`config.mk`:
```
export PLATFORM = sky130hd
export DESIGN_NAME = seqdiv_8b_flat
export DESIGN_NICKNAME = d
export VERILOG_FILES = /design/src/rtl/seqdiv_8b_pkg.sv /design/src/rtl/seqdiv_8b_if.sv /design/src/rtl/seqdiv_8b_div_step.sv /design/src/rtl/seqdiv_8b.sv /design/src/flat_wrapper.sv
export SDC_FILE = /design/constraint.sdc
export NUM_CORES = 1
export LEC_CHECK = 0
export BUFFER_PORTS_ARGS = -buffer_cell sky130_fd_sc_hd__buf_2
export CAP_MARGIN = 25
export CORE_AREA = 2 2 70 72
export DETAILED_ROUTE_END_ITERATION = 7
export DIE_AREA = 0 0 72 74
export HOLD_SLACK_MARGIN = 0.02
export PLACE_DENSITY = 0.81
export SETUP_SLACK_MARGIN = 0.05
export SLEW_MARGIN = 10
export SYNTH_ARGS = -nofsm -noshare
export SYNTH_HDL_FRONTEND = slang
export SYNTH_HIERARCHICAL = 1
export SYNTH_SLANG_ARGS = --single-unit
```
`constraint.sdc`:
```
create_clock -name clk -period 5.8 [get_ports clk]
set_input_delay 1.16 -clock clk [delete_from_list [all_inputs] [get_ports clk]]
set_output_delay 1.16 -clock clk [all_outputs]
set_load 0.03 [all_outputs]
```
`src/rtl/seqdiv_8b_pkg.sv`:
```
// seqdiv_8b_pkg
//   Shared definitions for the 8-bit significand divider.
//   - state_t   : controller states (IDLE, BUSY, DONE)
//   - DIV_ITERS : quotient bits resolved per division (one per clock)
//   - RES_W     : width of the normalized result (8 significand + R + S)
//   - CNT_W     : width of the iteration counter
package seqdiv_8b_pkg;

    localparam int DIV_ITERS = 11;
    localparam int RES_W     = 10;
    localparam int CNT_W     = 4;

    typedef enum logic [1:0] {
        IDLE = 2'd0,
        BUSY = 2'd1,
        DONE = 2'd2
    } state_t;

endpackage

```
`src/rtl/seqdiv_8b_if.sv`:
```
// seqdiv_8b_if
//   Operand/result bus of the divider.
//   Handshake: a transfer happens on a rising clk edge where valid && ready.
//   in_valid/a/b come from the producer, in_ready from the divider; a pair
//   is taken on the first edge with in_valid && in_ready. out_valid and the
//   result fields come from the divider and stay stable until the edge with
//   out_valid && out_ready, which completes the transfer.
//   - master : producer/consumer side (testbench or upstream logic)
//   - slave  : divider side
interface seqdiv_8b_if;
    import seqdiv_8b_pkg::*;

    logic             in_valid;
    logic             in_ready;
    logic [7:0]       a;
    logic [7:0]       b;
    logic             out_valid;
    logic             out_ready;
    logic [RES_W-1:0] result;
    logic             quot_ge1;
    logic             round_loss;
    logic             err;

    modport master (
        output in_valid, a, b, out_ready,
        input  in_ready, out_valid, result, quot_ge1, round_loss, err
    );

    modport slave (
        input  in_valid, a, b, out_ready,
        output in_ready, out_valid, result, quot_ge1, round_loss, err
    );

endinterface

```
`src/rtl/seqdiv_8b_div_step.sv`:
```
// seqdiv_8b_div_step
//   One radix-2 restoring division step (purely combinational).
//   Ports:
//     rem_i : current partial remainder (always < 2*div_i)
//     div_i : divisor
//     q_o   : resolved quotient bit (rem_i >= div_i)
//     rem_o : partial remainder after the conditional subtract (< div_i)
module seqdiv_8b_div_step (
    input  logic [8:0] rem_i,
    input  logic [7:0] div_i,
    output logic       q_o,
    output logic [8:0] rem_o
);

    logic [8:0] diff;

    always_comb begin
        diff  = rem_i - {1'b0, div_i};
        q_o   = (rem_i >= {1'b0, div_i});
        // Restore (keep the old remainder) when the subtract would go negative.
        rem_o = q_o ? diff : rem_i;
    end

endmodule

```
`src/rtl/seqdiv_8b.sv`:
```
// seqdiv_8b
//   Sequential BF16 significand divider: Q = floor((a<<10)/b), one quotient
//   bit per clock, MSB first, then normalized to a 10-bit result with a
//   sticky round_loss flag.
//   Ports:
//     clk       : clock, rising edge
//     rst       : synchronous active-high reset
//     bus       : operand/result handshake bus (slave side)
//     dbg_state : current controller state
module seqdiv_8b
    import seqdiv_8b_pkg::*;
(
    input  logic          clk,
    input  logic          rst,
    seqdiv_8b_if.slave    bus,
    output state_t        dbg_state
);

    state_t             state_q, state_d;
    logic [CNT_W-1:0]   cnt_q, cnt_d;
    logic [8:0]         rem_q, rem_d;
    logic [7:0]         div_q, div_d;
    logic [RES_W-1:0]   quo_q, quo_d;
    logic [RES_W-1:0]   result_q, result_d;
    logic               quot_ge1_q, quot_ge1_d;
    logic               round_loss_q, round_loss_d;
    logic               err_q, err_d;

    logic               in_ready;
    logic               step_q;
    logic [8:0]         step_rem;
    logic [DIV_ITERS-1:0] quo_full;

    seqdiv_8b_div_step u_div_step (
        .rem_i (rem_q),
        .div_i (div_q),
        .q_o   (step_q),
        .rem_o (step_rem)
    );

    always_comb begin
        state_d      = state_q;
        cnt_d        = cnt_q;
        rem_d        = rem_q;
        div_d        = div_q;
        quo_d        = quo_q;
        result_d     = result_q;
        quot_ge1_d   = quot_ge1_q;
        round_loss_d = round_loss_q;
        err_d        = err_q;

        // DONE accepts a new pair only on the same edge the result leaves.
        in_ready = (state_q == IDLE) || ((state_q == DONE) && bus.out_ready);
        quo_full = {quo_q, step_q};

        case (state_q)
            IDLE, DONE: begin
                if (in_ready) begin
                    if (bus.in_valid) begin
                        if (bus.b[7]) begin
                            state_d = BUSY;
                            cnt_d   = CNT_W'(DIV_ITERS - 1);
                            // a < 2*b for a normalized b, so Q fits in 11 bits
                            // and a itself is the first partial remainder.
                            rem_d   = {1'b0, bus.a};
                            div_d   = bus.b;
                            quo_d   = '0;
                        end else begin
                            state_d      = DONE;
                            result_d     = '1;
                            quot_ge1_d   = 1'b1;
                            round_loss_d = 1'b0;
                            err_d        = 1'b1;
                        end
                    end else begin
                        state_d = IDLE;
                    end
                end
            end
            BUSY: begin
                quo_d = {quo_q[RES_W-2:0], step_q};
                rem_d = step_rem << 1;
                if (cnt_q == '0) begin
                    // Last bit resolved this edge: step_rem is the final remainder.
                    state_d    = DONE;
                    err_d      = 1'b0;
                    quot_ge1_d = quo_full[DIV_ITERS-1];
                    if (quo_full[DIV_ITERS-1]) begin
                        result_d     = quo_full[DIV_ITERS-1:1];
                        round_loss_d = quo_full[0] | (step_rem != '0);
                    end else begin
                        result_d     = quo_full[RES_W-1:0];
                        round_loss_d = (step_rem != '0);
                    end
                end else begin
                    cnt_d = cnt_q - 1'b1;
                end
            end
            default: state_d = IDLE;
        endcase
    end

    always_ff @(posedge clk) begin
        if (rst) begin
            state_q      <= IDLE;
            cnt_q        <= '0;
            rem_q        <= '0;
            div_q        <= '0;
            quo_q        <= '0;
            result_q     <= '0;
            quot_ge1_q   <= 1'b0;
            round_loss_q <= 1'b0;
            err_q        <= 1'b0;
        end else begin
            state_q      <= state_d;
            cnt_q        <= cnt_d;
            rem_q        <= rem_d;
            div_q        <= div_d;
            quo_q        <= quo_d;
            result_q     <= result_d;
            quot_ge1_q   <= quot_ge1_d;
            round_loss_q <= round_loss_d;
            err_q        <= err_d;
        end
    end

    assign bus.in_ready   = in_ready;
    assign bus.out_valid  = (state_q == DONE);
    assign bus.result     = result_q;
    assign bus.quot_ge1   = quot_ge1_q;
    assign bus.round_loss = round_loss_q;
    assign bus.err        = err_q;
    assign dbg_state      = state_q;

endmodule

```
`src/flat_wrapper.sv`:
```
// flat-port wrapper written by rule: the top's interface ports become plain ports
module seqdiv_8b_flat import seqdiv_8b_pkg::*;
  (clk, rst, dbg_state, bus_in_valid, bus_a, bus_b, bus_out_ready, bus_in_ready, bus_out_valid, bus_result, bus_quot_ge1, bus_round_loss, bus_err);
  seqdiv_8b_if bus_i ();
  input  logic clk;
  input  logic rst;
  output state_t dbg_state;
  input wire logic [$bits(bus_i.in_valid)-1:0] bus_in_valid;
  input wire logic [$bits(bus_i.a)-1:0] bus_a;
  input wire logic [$bits(bus_i.b)-1:0] bus_b;
  input wire logic [$bits(bus_i.out_ready)-1:0] bus_out_ready;
  output wire logic [$bits(bus_i.in_ready)-1:0] bus_in_ready;
  output wire logic [$bits(bus_i.out_valid)-1:0] bus_out_valid;
  output wire logic [$bits(bus_i.result)-1:0] bus_result;
  output wire logic [$bits(bus_i.quot_ge1)-1:0] bus_quot_ge1;
  output wire logic [$bits(bus_i.round_loss)-1:0] bus_round_loss;
  output wire logic [$bits(bus_i.err)-1:0] bus_err;
  assign bus_i.in_valid = bus_in_valid;
  assign bus_i.a = bus_a;
  assign bus_i.b = bus_b;
  assign bus_i.out_ready = bus_out_ready;
  assign bus_in_ready = bus_i.in_ready;
  assign bus_out_valid = bus_i.out_valid;
  assign bus_result = bus_i.result;
  assign bus_quot_ge1 = bus_i.quot_ge1;
  assign bus_round_loss = bus_i.round_loss;
  assign bus_err = bus_i.err;
  seqdiv_8b u_core (.clk(clk), .rst(rst), .bus(bus_i), .dbg_state(dbg_state));
endmodule
```
==> results of run 1 <==
## tightest hold or removal path, cell delays in order, from the launching register on
cell and delay [ns]:
dfxtp_1 0.32, inv_1 0.05, a21oi_1 0.05
## per-layer routing
metal,track usage,wire length (µm),part of all wire
met1,0.357,2940,0.44
met2,0.438,3280,0.50
met3,0.0420,284,0.043
met4,0.0901,108,0.016
met5,0,0,0
## kinds of logic (layout without fill, tap and decap cells)
| logic type | Yosys count | in the layout | share of synthesized area |
|---|---|---|---|
| buf+inv | 53 | 69 | 0.0887 |
| flops | 46 | 46 | 0.344 |
| compound gates | 112 | 112 | 0.293 |
| mux | 14 | 14 | 0.0579 |
| simple gates | 79 | 79 | 0.158 |
| xor+xnor | 3 | 3 | 0.00981 |
| fa+ha+maj | 10 | 10 | 0.0495 |
## metrics by stage
stage,utilization,instances,cell area (µm²)
after detailed placement,0.608,378,2790
after floorplan,-,317,2680
after global placement,0.608,378,2790
after global routing,0.635,387,2920
final,0.635,387,2920
after CTS,0.632,386,2910
## flip-flops by register name, summed over array words and instances (netlist names)
| name | flops |
|---|---|
| u_core/bus.quot_ge1 | 1 |
| u_core/bus.result | 10 |
| u_core/cnt_q | 4 |
| u_core/dbg_state | 2 |
| u_core/rem_q | 9 |
| u_core/bus.round_loss | 1 |
| u_core/div_q | 8 |
| u_core/quo_q | 10 |
| u_core/bus.err | 1 |
## placed cells by master, fill, tap and decap left out, drive strengths merged, types with 9 or more instances in the layout
cell type | Yosys | routed
nor3 | 10 | 10
a21oi | 29 | 29
nand4 | 13 | 13
mux2i | 11 | 11
inv | 20 | 20
dfxtp | 46 | 46
ha | 9 | 9
buf | 18 | 40
o311ai | 18 | 18
nand2 | 20 | 20
o31a | 11 | 11
a31oi | 20 | 20
## cell type report
type / instances / area, µm² / area share
clock inverters: 3 / 45.0 / 0.0154
inverters: 21 / 78.8 / 0.0270
well taps: 54 / 67.6 / 0.0231
repair buffers: 40 / 214 / 0.0733
flip-flops and latches: 46 / 921 / 0.315
multi-input cells: 218 / 1520 / 0.522
clock buffers: 5 / 68.8 / 0.0236
## power by group
group	total [µW]	internal (µW)	leakage [µW]	switching, µW
Sequential	354	338	0.000376	16.5
Clock	240	128	0.0000504	111
Combinational	309	124	0.000656	186
Total	903	589	0.00108	314
## how the worst max path moves through the flow
| stage | from | end | slack [ns] | cells after the start |
|---|---|---|---|---|
| 2_1_floorplan | bus_out_ready | bus_in_ready | 2.72 | 4 |
| 3_3_place_gp | bus_b[7] | u_core/rem_q[1] | 2.93 | 4 |
| 3_5_place_dp | bus_b[7] | u_core/quo_q[5] | 2.91 | 4 |
| 4_1_cts | u_core/div_q[4] | u_core/bus.round_loss | 2.91 | 10 |
| 5_1_grt | u_core/div_q[1] | u_core/bus.round_loss | 2.68 | 10 |
| 6_report | u_core/div_q[1] | u_core/bus.round_loss | 2.87 | 10 |
==> summary.txt, run 1 <==
Critical path
  • Worst reg2reg endpoint: u_core/bus.round_loss
  • Reg-to-reg startpoint: u_core/div_q[1]
  • Slowest-stage cell, CP: or2_1
  • Critical path cell sequence: inv_1 > ha_1 > nand2b_1 > a211oi_1 > a22o_1 > or2_1 > mux2_4 > nor4_1 > nand3_1 > a32o_1
  • Kind of critical path: flip-flop to flip-flop
  • CP top delay family: compound AO/OA/AOI/OAI gates
  • Critical Path AT: 3.13 ns
  • Startpoint Class: flip-flop
  • Critical path data required time: 6.00 ns
  • R2R depth: 10
  • Slowest stage delay, CP: 0.41 ns
  • Setup slack, reg-to-reg: 2.87 ns
  • Worst Setup End Kind: flip-flop
  • CP Max Fanout: 10
  • Buf+Inv Stages, Crit Path: 1

Yosys
  • Synth Area per Inst: 8.45 µm²
  • Ys Warns: 6
  • EDFF count, synth: 0
  • Net Count, Synth: 347
  • Mapped cell area: 2680 µm²
  • Post-Synthesis Cells: 317
  • #FFs+latches synth: 46
  • Primary FF master, synth: dfxtp_1
  • Library cells used by synthesis: 52
  • Yosys top cell area share: 0.344
  • Most frequent cell after synthesis: dfxtp_1
  • Post-synth top area cell: dfxtp_1
  • Seq/Total Area, Yosys: 0.344
  • Synth area leaders: dfxtp_1 34%, o311ai_0 5.9%, a21oi_1 5.4%
  • Most instantiated cells after synthesis: 46 x dfxtp_1, 29 x a21oi_1, 20 x a31oi_1, 20 x inv_1, 20 x nand2_1
  • Async S/R FF share, synth: 0

Global routing
  • Gr usage total: 0.265
  • Initial antenna violation count: 0
  • Largest net degree at the start of global routing: 48
  • Number of global-route vias before repair: 2,336
  • First-pass GRT wire length: 11.1 mm
  • Total gr overflow: 0

STA
  • Slew @ Worst Pin: 0.934 ns
  • Final min period: 2.93 ns
  • Fin Hold WS: 0.450 ns
  • Rel. slew slack: 0.377
  • Final Max Slew Viols: 0
  • Post-route setup slack: 2.87 ns
  • Setup violators final: 0
  • Fmax: 341 MHz
  • Tcrit/Tclk final: 0.505
  • Clk_skew: 0.00811 ns
  • Setup_tns: 0 ns
  • Setup repair after global routing missed its margin: false
  • Final Hold Violating Endpoints: 0

Clocking
  • # clock sinks: 46
  • Post-cts gate resize count: 0
  • CTS Buffer Depth: 2
  • Clk slew on worst S/H paths: 0.08 ns
  • H-tree depth: 2
  • CTS Root Cell: clkbuf_8
  • CTS tree: yes
  • Hold-fix buffers at CTS: 0
  • Post-CTS Setup Inserts: 0
  • Num CTS Buffers: 5
  • Clock Latency Late Sink: 0.30 ns

Min path
  • Worst hold path class: flip-flop to flip-flop
  • Worst Hold End: u_core/div_q[7]
  • Hold Startpoint: u_core/div_q[7]
  • WHS Path Cells: 2

Route
  • Total routed wirelength: 6.62 mm
  • Via count: 2,514
  • Routed Antenna Nets: 0
  • Avg WL per Cell: 17.1 µm
  • DRC Markers: 0
  • Drt first-iter violations: 200
  • Drt pass-1 iters: 5
  • Via-per-instance ratio: 6.50

Final layout
  • # nets final: 362
  • Layout Area Growth over Synthesis: 8.92%
  • # fillers: 405
  • Fraction of layout cells with a size suffix above 1: 0.177
  • # diodes: 0

Floorplanning
  • Core area: 4600 µm²
  • Die Ht: 74 µm
  • Area of the die: 5330 µm²
  • I/O pin count: 37
  • Placement Rows: 25
  • Initial Util: 0.583
  • Die extent in x: 72 µm

Placed design
  • Post-Place Worst Slack: 2.91 ns
  • Port Buffers: 36
  • DP HPWL: 4.39 mm
  • Final GP Congestion: 0.919

Run
  • # Max-Cap Violations: 0

Power and ir drop
  • PD cells: 309 nW/µm²
  • Leak Pwr: 0.00108 µW
  • Maximum VDD drop: 0.000188 V
  • Overall Power: 903 µW

Run status
  • Outcome: completed
No activity file was read; power rests on OpenSTA's default activity.
==> run 2: changes to the inputs <==
--- a/config.mk
+++ b/config.mk
@@ -7,11 +7,11 @@
 export LEC_CHECK = 0
 export BUFFER_PORTS_ARGS = -buffer_cell sky130_fd_sc_hd__buf_2
 export CAP_MARGIN = 25
-export CORE_AREA = 2 2 70 72
+export CORE_AREA = 2 2 75 77
 export DETAILED_ROUTE_END_ITERATION = 7
-export DIE_AREA = 0 0 72 74
+export DIE_AREA = 0 0 77 79
 export HOLD_SLACK_MARGIN = 0.02
-export PLACE_DENSITY = 0.81
+export PLACE_DENSITY = 0.75
 export SETUP_SLACK_MARGIN = 0.05
 export SLEW_MARGIN = 10
 export SYNTH_ARGS = -nofsm -noshare
==> constraint.sdc (replaced) <==
create_clock -name clk -period 2.5 [get_ports clk]
set_input_delay 0.5 -clock clk [delete_from_list [all_inputs] [get_ports clk]]
set_output_delay 0.5 -clock clk [all_outputs]
set_load 0.03 [all_outputs]
==> run 2 against run 1 <==
Against the previous run:
- the run now ends with setup timing left
- power rose by 150%
- die area increased by 14%
- setup slack worse by 2.9 ns
- global-route usage fell by 3.6 points
- wire length rose by 8.8%
- critical path type unchanged
- highest routed layer unchanged
==> summary.txt, run 2 (synthesis results as in run 1) <==
Critical path
  • Kind of critical path: flip-flop to flip-flop
  • Slowest-stage cell, CP: dfxtp_2
  • R2R depth: 12
  • Critical Path AT: 2.75 ns
  • Worst Setup End Kind: flip-flop
  • CP Max Fanout: 5
  • Slowest stage delay, CP: 0.35 ns
  • Reg-to-reg startpoint: u_core/div_q[4]
  • Worst reg2reg endpoint: u_core/bus.round_loss
  • Setup slack, reg-to-reg: -0.05 ns
  • Startpoint Class: flip-flop
  • Critical path data required time: 2.71 ns
  • Most common cell on crit path: buf_4
  • Critical path cell sequence: inv_2 > ha_4 > a21o_1 > o21bai_1 > a211o_1 > or2_4 > buf_4 > mux2i_1 > buf_4 > nor4_4 > nand3_1 > a32o_1

Route
  • Via count: 2,674
  • DRC Markers: 0
  • Drt first-iter violations: 148
  • Via-per-instance ratio: 6.13
  • Drt pass-1 iters: 5
  • Avg WL per Cell: 16.5 µm
  • Total routed wirelength: 7.20 mm
  • Routed Antenna Nets: 0

STA
  • Fmax: 393 MHz
  • Setup repair after global routing missed its margin: true
  • Slew @ Worst Pin: 0.686 ns
  • Setup violators final: 1
  • Clk_skew: 0.00828 ns
  • Final min period: 2.55 ns
  • Final Hold Violating Endpoints: 0
  • Rel. slew slack: 0.542
  • Final Max Slew Viols: 0
  • Post-route setup slack: -0.0474 ns
  • Tcrit/Tclk final: 1.02

Power and ir drop
  • Leak Pwr: 0.00125 µW
  • PD cells: 694 nW/µm²
  • Maximum VDD drop: 0.000348 V

Final layout
  • Commonest cells after routing, fill and taps aside: 42 x dfxtp_1, 36 x buf_2, 35 x buf_4, 28 x a21oi_1
  • Fraction of layout cells with a size suffix above 1: 0.286
  • Most common cell after layout, fill and taps aside: dfxtp_1
  • Non-filler cells, final: 436
  • Fin util: 0.605
  • Layout Area Growth over Synthesis: 20.5%
  • # diodes: 0
  • # nets final: 393

Clocking
  • Num CTS Buffers: 5
  • Clk slew on worst S/H paths: 0.09 ns
  • CTS tree: yes
  • CTS Root Cell: clkbuf_8
  • Clock Latency Late Sink: 0.30 ns
  • H-tree depth: 2
  • CTS Buffer Depth: 2
  • # clock sinks: 46
  • Hold-fix buffers at CTS: 0

Floorplanning
  • Area of the die: 6080 µm²
  • Core area: 5340 µm²
  • Die Ht: 79 µm
  • I/O pin count: 37
  • Die extent in x: 77 µm
  • Initial Util: 0.502
  • Placement Rows: 27

Run status
  • Outcome: finished, violations left
  • Failing checks: setup timing

Global routing
  • First-pass GRT wire length: 11.3 mm
  • Number of global-route vias before repair: 2,355
  • Largest net degree at the start of global routing: 34
  • Initial antenna violation count: 0
  • Gr usage total: 0.229
  • Total gr overflow: 0

Placed design
  • Final GP Congestion: 1.00
  • Inst Count DP: 423
  • Post-Place Worst Slack: -0.0729 ns
  • Port Buffers: 36
  • DP HPWL: 4.96 mm

Min path
  • Worst Hold End: u_core/div_q[4]
  • WHS Path Cells: 3
  • Worst hold path class: input port to flip-flop
  • Hold Startpoint: bus_b[4]

Run
  • # Max-Cap Violations: 0
-- run 2: cell types whose count changed in the layout (fill, tap and decap cells not counted), moves of 2 or more --
cell | before | now
buf_4 | 3 | 35
clkinvlp_4 | 2 | 0
dfxtp_1 | 46 | 42
dfxtp_2 | 0 | 4
ha_1 | 9 | 6
ha_4 | 0 | 3
-- run 2: cell type report --
class                           count  area [µm²]
Timing Repair Buffer               71         443
Tap cell                           72        90.1
Sequential cell                    46         926
Fill cell                         515        2110
Multi-Input combinational cell    218        1610
Clock inverter                      2        13.8
Inverter                           21        78.8
Clock buffer                        6        72.6
-- run 2: worst max path at each step --
stage,endpoint,slack [ns],depth (start not counted),startpoint
6_report,u_core/bus.round_loss,-0.05,12,u_core/div_q[4]
3_3_place_gp,u_core/bus.round_loss,0.04,10,u_core/div_q[4]
5_1_grt,u_core/bus.round_loss,-0.15,12,u_core/rem_q[0]
4_1_cts,u_core/bus.round_loss,0.05,11,u_core/rem_q[0]
2_1_floorplan,u_core/bus.round_loss,0.009,11,u_core/div_q[5]
3_5_place_dp,u_core/bus.round_loss,-0.07,10,u_core/div_q[4]
-- run 2: power by group --
group | leakage [µW] | total (µW) | internal [µW] | switching [µW]
clock network | 0.0000452 | 459 | 198 | 261
registers | 0.000378 | 822 | 785 | 37.6
logic | 0.000824 | 961 | 453 | 508
-- run 2: worst max-delay path: cells and delay by family (launching register included) --
family / cells / cell delay [ns]
muxes: 1 / 0.14
DFF: 1 / 0.35
buffers and inverters: 3 / 0.38
and+or+nand+nor: 3 / 0.53
adders and majority gates: 1 / 0.23
AOI/OAI and AO/OA: 4 / 0.82
-- run 2: repair_timing --
item                       4_1_cts  5_1_grt
buffers inserted                 0        5
pin swaps                        0        3
gates resized for setup          2       13
setup endpoints to repair        2        2
-- run 2: metal layers --
layer / vias up / wire, µm / share of wire / track usage
met5: - / 0 / 0 / 0
li1: 1292 / - / - / -
met1: 1268 / 3120 / 0.43 / 0.297
met2: 105 / 3570 / 0.50 / 0.385
met3: 9 / 421 / 0.058 / 0.0443
met4: 0 / 91 / 0.013 / 0.0768
-- run 2: metrics by stage --
stage | hold WS [ns] | area, µm² | total power [µW] | setup TNS [ns]
finish | 0.447 | 3230 | 2240 | -0.0474
global route | 0.442 | 3230 | 2360 | -0.193
CTS | 0.442 | 3140 | 2130 | 0
detailed placement | 0.441 | 3040 | 1650 | -0.0729
global placement | 0.439 | 3040 | 1640 | 0
floorplan | 0.426 | 2710 | 1430 | 0
